`config.mk`:
```
export PLATFORM = sky130hd
export DESIGN_NAME = stepper_unipolar_ctrl
export DESIGN_NICKNAME = d
export VERILOG_FILES = /design/src/rtl/stepper_unipolar_ctrl.sv
export SDC_FILE = /design/constraint.sdc
export NUM_CORES = 1
export LEC_CHECK = 0
export CORE_UTILIZATION = 50
export DETAILED_ROUTE_END_ITERATION = 8
export PLACE_DENSITY_LB_ADDON = 0.15
export SYNTH_ARGS = -nofsm -noshare
export SYNTH_HDL_FRONTEND = slang
export SYNTH_SLANG_ARGS = --single-unit
```
`constraint.sdc`:
```
create_clock -name clk -period 4.78 [get_ports clk]
set_clock_uncertainty 0.05 [all_clocks]
set_input_delay 0.956 -clock clk [delete_from_list [all_inputs] [get_ports clk]]
set_output_delay 0.956 -clock clk [all_outputs]
set_load 0.02 [all_outputs]
```
`src/rtl/stepper_unipolar_ctrl.sv`:
```
// stepper_unipolar_ctrl: sequencer for a 4-coil unipolar stepper (28BYJ-48 class).
// Provides wave, double and half-step sequencing, a programmable step period,
// and counted or continuous moves.
//
// Handshake: start is accepted only in IDLE. The accepting cycle latches mode,
// direcc, period, steps and continuous. busy is high for the whole move. stop
// is honoured only in RUN. done pulses for exactly one cycle when a move ends,
// whether it completes, is stopped, or is a zero-length request. The FSM state
// is visible on busy, which is high exactly when the controller is in RUN.
module stepper_unipolar_ctrl #(
  parameter int DIV_W      = 24,
  parameter int CNT_W      = 16,
  parameter int PERIOD_MIN = 2
) (
  input  logic             clk,
  input  logic             rst,
  input  logic [1:0]       mode,
  input  logic             direcc,
  input  logic [DIV_W-1:0] period,
  input  logic [CNT_W-1:0] steps,
  input  logic             continuous,
  input  logic             start,
  input  logic             stop,
  input  logic             hold_en,
  output logic             busy,
  output logic             done,
  output logic [CNT_W-1:0] steps_left,
  output logic [3:0]       bobinasMotor,
  output logic             ledDirecc
);

  localparam logic STATE_IDLE = 1'b0;
  localparam logic STATE_RUN  = 1'b1;

  localparam logic [DIV_W-1:0] PERIOD_MIN_V = DIV_W'(PERIOD_MIN);

  logic             state, state_next;
  logic [2:0]       idx, idx_next;
  logic [DIV_W-1:0] div_cnt, div_next;
  logic [DIV_W-1:0] period_l, period_next;
  logic [CNT_W-1:0] left_next;
  logic             cont_l, cont_next;
  logic             half_l, half_next;
  logic             dir_l, dir_next;
  logic             led_next;
  logic             done_next;
  logic [3:0]       coil_next;
  logic             start_ok;
  logic             step_tick;
  logic [2:0]       stride;
  logic [2:0]       idx_aligned;

  // Coil pattern for each sequence index; even entries are single-coil,
  // odd entries energise two adjacent coils.
  function automatic logic [3:0] seq_pattern(input logic [2:0] i);
    logic [3:0] p;
    case (i)
      3'd0:    p = 4'b1000;
      3'd1:    p = 4'b1100;
      3'd2:    p = 4'b0100;
      3'd3:    p = 4'b0110;
      3'd4:    p = 4'b0010;
      3'd5:    p = 4'b0011;
      3'd6:    p = 4'b0001;
      default: p = 4'b1001;
    endcase
    return p;
  endfunction

  // Next-state logic: move acceptance, divider, step advance and move termination.
  always_comb begin
    state_next  = state;
    idx_next    = idx;
    div_next    = div_cnt;
    period_next = period_l;
    left_next   = steps_left;
    cont_next   = cont_l;
    half_next   = half_l;
    dir_next    = dir_l;
    led_next    = ledDirecc;
    done_next   = 1'b0;

    start_ok  = start && (continuous || (steps != '0));
    step_tick = (div_cnt == (period_l - DIV_W'(1)));
    stride    = half_l ? 3'd1 : 3'd2;

    // Wave lives on even indices, double on odd ones, half keeps the current index.
    case (mode)
      2'b00:   idx_aligned = {idx[2:1], 1'b0};
      2'b10:   idx_aligned = idx;
      default: idx_aligned = {idx[2:1], 1'b1};
    endcase

    case (state)
      STATE_IDLE: begin
        if (start_ok) begin
          state_next  = STATE_RUN;
          idx_next    = idx_aligned;
          div_next    = '0;
          period_next = (period < PERIOD_MIN_V) ? PERIOD_MIN_V : period;
          left_next   = continuous ? '0 : steps;
          cont_next   = continuous;
          half_next   = (mode == 2'b10);
          dir_next    = direcc;
          led_next    = direcc;
        end else if (start) begin
          // Zero-length counted move: acknowledge without touching the coils.
          done_next = 1'b1;
        end
      end
      default: begin
        if (step_tick) begin
          div_next = '0;
          idx_next = dir_l ? (idx + stride) : (idx - stride);
          if (!cont_l) begin
            left_next = steps_left - CNT_W'(1);
          end
        end else begin
          div_next = div_cnt + DIV_W'(1);
        end
        // A final tick and stop in the same cycle end the move only once.
        if ((step_tick && !cont_l && (steps_left == CNT_W'(1))) || stop) begin
          state_next = STATE_IDLE;
          div_next   = '0;
          done_next  = 1'b1;
        end
      end
    endcase

    // The pattern is always driven while a move is in progress or starting,
    // including the edge that ends it; afterwards hold_en decides.
    if ((state == STATE_RUN) || (state_next == STATE_RUN) || hold_en) begin
      coil_next = seq_pattern(idx_next);
    end else begin
      coil_next = 4'b0000;
    end
  end

  // State and output registers.
  always_ff @(posedge clk) begin
    if (rst) begin
      state        <= STATE_IDLE;
      idx          <= 3'd0;
      div_cnt      <= '0;
      period_l     <= PERIOD_MIN_V;
      steps_left   <= '0;
      cont_l       <= 1'b0;
      half_l       <= 1'b0;
      dir_l        <= 1'b0;
      ledDirecc    <= 1'b0;
      done         <= 1'b0;
      bobinasMotor <= 4'b0000;
    end else begin
      state        <= state_next;
      idx          <= idx_next;
      div_cnt      <= div_next;
      period_l     <= period_next;
      steps_left   <= left_next;
      cont_l       <= cont_next;
      half_l       <= half_next;
      dir_l        <= dir_next;
      ledDirecc    <= led_next;
      done         <= done_next;
      bobinasMotor <= coil_next;
    end
  end

  assign busy = (state == STATE_RUN);

endmodule

```
**Yosys cells after proc, flatten, opt, wreduce, memory -nomap -nowiden**

Index checks and enable logic that the tools add are counted.

- Memories: 0
- Bits of input ports: 49
- Flip-flop bits (word level): 76
- Latch bits: 0
- Output and inout port bits: 23
- Logic and storage cells: 68
- RAM bits: 0
- ROM bits: 0

- Div/mod/pow operators: 0
- Reductions and logical operators: 15
- Mux-type cells: 24
- Equal/unequal tests: 11
- Shifts and indexed selects: 0
- Multiply operators: 0
- Bitwise logic cells: 2
- Add/sub/neg operators: 5
- $lt $le $gt $ge: 1

Operators with widths:

| kind | number |
|---|---|
| $mux 24 | 5 |
| $mux 16 | 5 |
| $pmux 4 s7 | 1 |
| $add 24x1->24 const B | 1 |
| $eq 24x24->1 | 1 |
| $lt 24x2->1 const B | 1 |
| $sub 24x1->24 const B | 1 |
| $eq 16x1->1 const B | 1 |
| $reduce_bool 16->1 | 1 |
| $sub 16x1->16 const B | 1 |
| $eq 3x3->1 const B | 3 |
| $mux 3 | 3 |
| $mux 1 | 8 |
| $eq 3x2->1 const B | 2 |
| $logic_or 1x1->1 | 4 |
| $add 3x2->3 | 1 |
| $eq 3x1->1 const B | 1 |
| $logic_and 1x1->1 | 3 |
| $logic_not 3->1 | 1 |
| $reduce_and 3->1 | 1 |
| $sub 3x2->3 | 1 |
| $eq 2x2->1 const B | 1 |
| $logic_not 2->1 | 1 |
| $mux 2 | 1 |
| other kinds (8) | 9 |

**Logic depth before layout (Yosys ltp)**

- Depth in word-level cells: 11
- Mapped depth: 14
- Mapped depth without buffers: 10

**Worst setup path before layout**

Ideal clock, no wire load.

- Path kind: flip-flop to flip-flop
- Start point: register period_l[15]
- End point: register steps_left[6]
- Stages on the path, launching flop included: 10
- Path buffers: 1
- Slack: 1.448 ns
- Data required time: 4.637 ns
- Library setup time: 0.093 ns
- Arrival time: 3.189 ns
- Path through: dfxtp_1 buf_6 or4_4 or3_1 a2111oi_2 o22ai_1 or4b_4 nor4_4 nor2_2 o311ai_2

- Word-level cells in the longest chain between the ends: 4

RTL lines:

| what | line | text |
|---|---|---|
| from (decl) | 40 | `logic [DIV_W-1:0] period_l, period_next;` |
| from (signal assigned) | 157 | `period_l <= period_next;` |
| $sub 24x1->24 | 84 | `step_tick = (div_cnt == (period_l - DIV_W'(1)));` |
| $eq 24x24->1 | 84 |  |
| $ne 2x1->1 (no line) | n/a |  |
| $reduce_and 3->1 (no line) | n/a |  |
| to (signal assigned) | 158 | `steps_left <= left_next;` |
| to (decl) | 27 | `output logic [CNT_W-1:0] steps_left,` |

No other way between the ends.
A chain may end at the register's enable or synchronous reset.

**Final worst setup path**

- Start point: register period_l[15]
- End point: register steps_left[1]

Same word-level chain as after synthesis.

==> key figures <==
Status
  • Status: complete, no violations

CTS
  • CTS root buffer: clkbuf_8
  • Post-CTS setup buffer count: 0
  • H-tree levels: 3
  • Clock net sink count: between 70 and 80
  • Cts hold-fix bufs: 0
  • Clock-pin slew on the worst setup and hold paths: 0.09 ns
  • Max clock buf depth: 2
  • Cts repair resizes: 0
  • CTS tree: done
  • CTS Buf Count: 9
  • Clock latency on the worst-skew pair: about 0.35 ns

Setup path
  • Critical path capture point type: flip-flop
  • Worst R2R Setup Slack: roughly 0.99 ns
  • CP Max Fanout: 10
  • Max incr delay on CP: roughly 0.63 ns
  • CP Launch Type: flip-flop
  • CP Class: flip-flop to flip-flop
  • Worst Path Arrival: roughly 4.0 ns
  • Worst path cell trace: or4_4, or3_1, a2111oi_2, o22ai_1, or4b_4, nor4_4, nor2_2, a211oi_1
  • CP max stage cell: nor4_4
  • CP required: 4.99 ns

Routing
  • Final WL: between 10 and 15 mm
  • Avg Vias per Cell: approximately 6.1
  • Starting DRT DRC Count: between 200 and 250
  • Post-detailed-route count of antenna-violating nets: 0
  • Number of remaining DRC errors: 0
  • DRT Pass-1 Iters: 5
  • Drt wl/cell: between 15 and 20 microns
  • Via count: 4988

Global route
  • Largest net degree at the start of global routing: 43
  • Initial antenna violation count: 0
  • First-pass GRT wire length: around 23 mm
  • GR Overflow Total: 0
  • GRT Util Overall: 0.2839
  • Number of global-route vias before repair: 4681

Yosys
  • Synth cell types: 66
  • Top cells by area, synth: dfxtp_1 31%, nand2_1 6.9%, xnor2_1 6.3%, a21oi_1 5.5%, a31oi_1 3.3%
  • Average size of a mapped cell: approximately 7.7 sq um
  • Post-Syn Area: 4881 sq um
  • Top FF cell, synth: dfxtp_1
  • Post-synth top cells: 90 x nand2_1, 76 x dfxtp_1, 54 x a21oi_1, 40 x nor2_1, 36 x clkbuf_1
  • Total number of yosys warnings: 0
  • Largest area contributor in the netlist: dfxtp_1
  • Async SR Flop Fraction: 0
  • Yosys reg bits: 76
  • EDFF count, synth: 0
  • Synthesized Nets: 692
  • Most common cell in the synthesized netlist: nand2_1
  • Synth Instances: ~640
  • Top cell type's share of synthesized area: 0.3117
  • Seq/Total Area, Yosys: 0.3117

Timing
  • Fin crit share: 0.7926
  • Relative slew slack: 0.3987
  • Final setup viols: 0
  • Slew @ Worst Pin: between 0.8 and 0.9 ns
  • Max Freq: between 0.2 and 0.3 GHz
  • Fin. Hold Viols: 0
  • Final Max Tran Viols: 0
  • Total negative setup slack: 0 ns
  • Final min period: roughly 3.8 ns
  • RSZ-0062 raised after global routing: false

Placed design
  • Dpl hpwl: 10.37 mm
  • Cells after DPL: approximately 810
  • PortBufs: between 70 and 80
  • GPL Wtd Cong: 0.8851

Layout
  • Finished Layout Cells: ~820
  • Antenna cells: 0
  • Area grow syn2layout: 19.92%
  • Share of post-route cells with drive strength above 1: 0.06358
  • Nets: roughly 740

Min path
  • Min-Delay Path Class: flip-flop to flip-flop

Floorplan
  • Die H: between 100 and 150 microns
  • Die Width: just over 100 microns
  • Core footprint: between 9000 and 10000 sq um
  • Initial core utilization: 0.5233
  • Site row count: 35
  • Die footprint: ~10000 sq um
  • Ports: ~70

Flow run
  • Max-cap viol count: 0

Pwr
  • Pleak: 2.029 nW
  • Power Dens Cells: around 270 nW/um^2
  • Final Total Pwr: 1.594 mW
  • Worst vdd ir: between 0.1 and 0.15 mV
[path summary, 6_finish.rpt]
path | depth (start not counted) | end | start
setup / recovery | 8 | steps_left[1] | period_l[15]
hold / removal | 2 | period_l[23] | period_l[23]
hold reg to reg | 2 | period_l[23] | period_l[23]
setup reg to reg | 8 | steps_left[1] | period_l[15]
[flip-flops by register name, summed over array words and instances (netlist names)]
register      flops
busy              1
period_l         24
idx               3
done              1
bobinasMotor      4
cont_l            1
half_l            1
steps_left       16
div_cnt          24
dir_l             1
[cells by family (layout without fill, tap and decap cells)]
| logic type | after synthesis | after routing | share of synthesized area |
|---|---|---|---|
| AND/OR/NAND/NOR | 286 | 286 | 0.3079 |
| adder cells (fa/ha/maj) | 6 | 6 | 0.01692 |
| XOR/XNOR | 43 | 43 | 0.07716 |
| flip-flops | 76 | 76 | 0.3117 |
| buffers and inverters | 52 | 107 | 0.04153 |
| AO/OA/AOI/OAI | 167 | 167 | 0.2302 |
| multiplexers | 7 | 7 | 0.01461 |
[critical path: cells and delay by family, from the launching register on]
family,cells,cell delay (ns)
flops,1,0.42
compound gates,3,0.87
simple gates,5,2.36
[metal layers]
metal,up-vias,track usage,wire (microns)
met5,-,0,0
met4,0,0.09142,211
met3,20,0.03190,639
met2,149,0.4905,6735
met1,2353,0.3695,6224
li1,2466,-,-
[through the flow]
step           utilization  hold slack (ns)  area, sq um  setup WS, ns
2_1_floorplan            -           0.3986         4881         1.448
3_3_place_gp        0.6060           0.4104         5653         1.146
3_5_place_dp        0.6060           0.4130         5653         1.031
4_1_cts             0.6275           0.4248         5853         1.003
5_1_grt             0.6275           0.4659         5853        0.7102
6_report            0.6275           0.4242         5853        0.9916
[cells in the final DEF (no fill, tap or decap), drive strengths merged, types with 3 or more instances in the layout]
cell type       n
a2111oi         4
a211o           3
a211oi         12
a21oi          54
a22o            3
a22oi           8
a31oi          26
a32oi           4
a41oi           4
and2            5
and3            9
buf             8
clkbuf         11
clkdlybuf4s50  70
dfxtp          76
ha              5
inv            14
mux2i           6
nand2          90
nand2b         16
nand3          23
nand3b          5
nand4          12
nand4b          4
nor2           41
nor2b           3
nor3           27
nor4           22
nor4b           4
o211a           6
o211ai          7
o21ai          12
o21bai          3
o22ai           3
or2             5
or3             6
or4             6
xnor2          35
xor2            8
[power by group]
part / switching [mW] / internal [mW] / total (mW)
Clock: 0.255 / 0.257 / 0.512
Sequential: 0.0422 / 0.660 / 0.703
Combinational: 0.210 / 0.170 / 0.380
Total: 0.507 / 1.09 / 1.59
[layout make-up]
| class | count | area (sq um) |
|---|---|---|
| Clock inverter | 5 | 58.81 |
| Timing Repair Buffer | 78 | 758.2 |
| Fill cell | 845 | 3475 |
| Clock buffer | 11 | 141.4 |
| Sequential cell | 76 | 1521 |
| Tap cell | 129 | 161.4 |
| Inverter | 13 | 48.80 |
| Multi-Input combinational cell | 509 | 3163 |
Note: power is estimated with default switching activity, not from simulation.
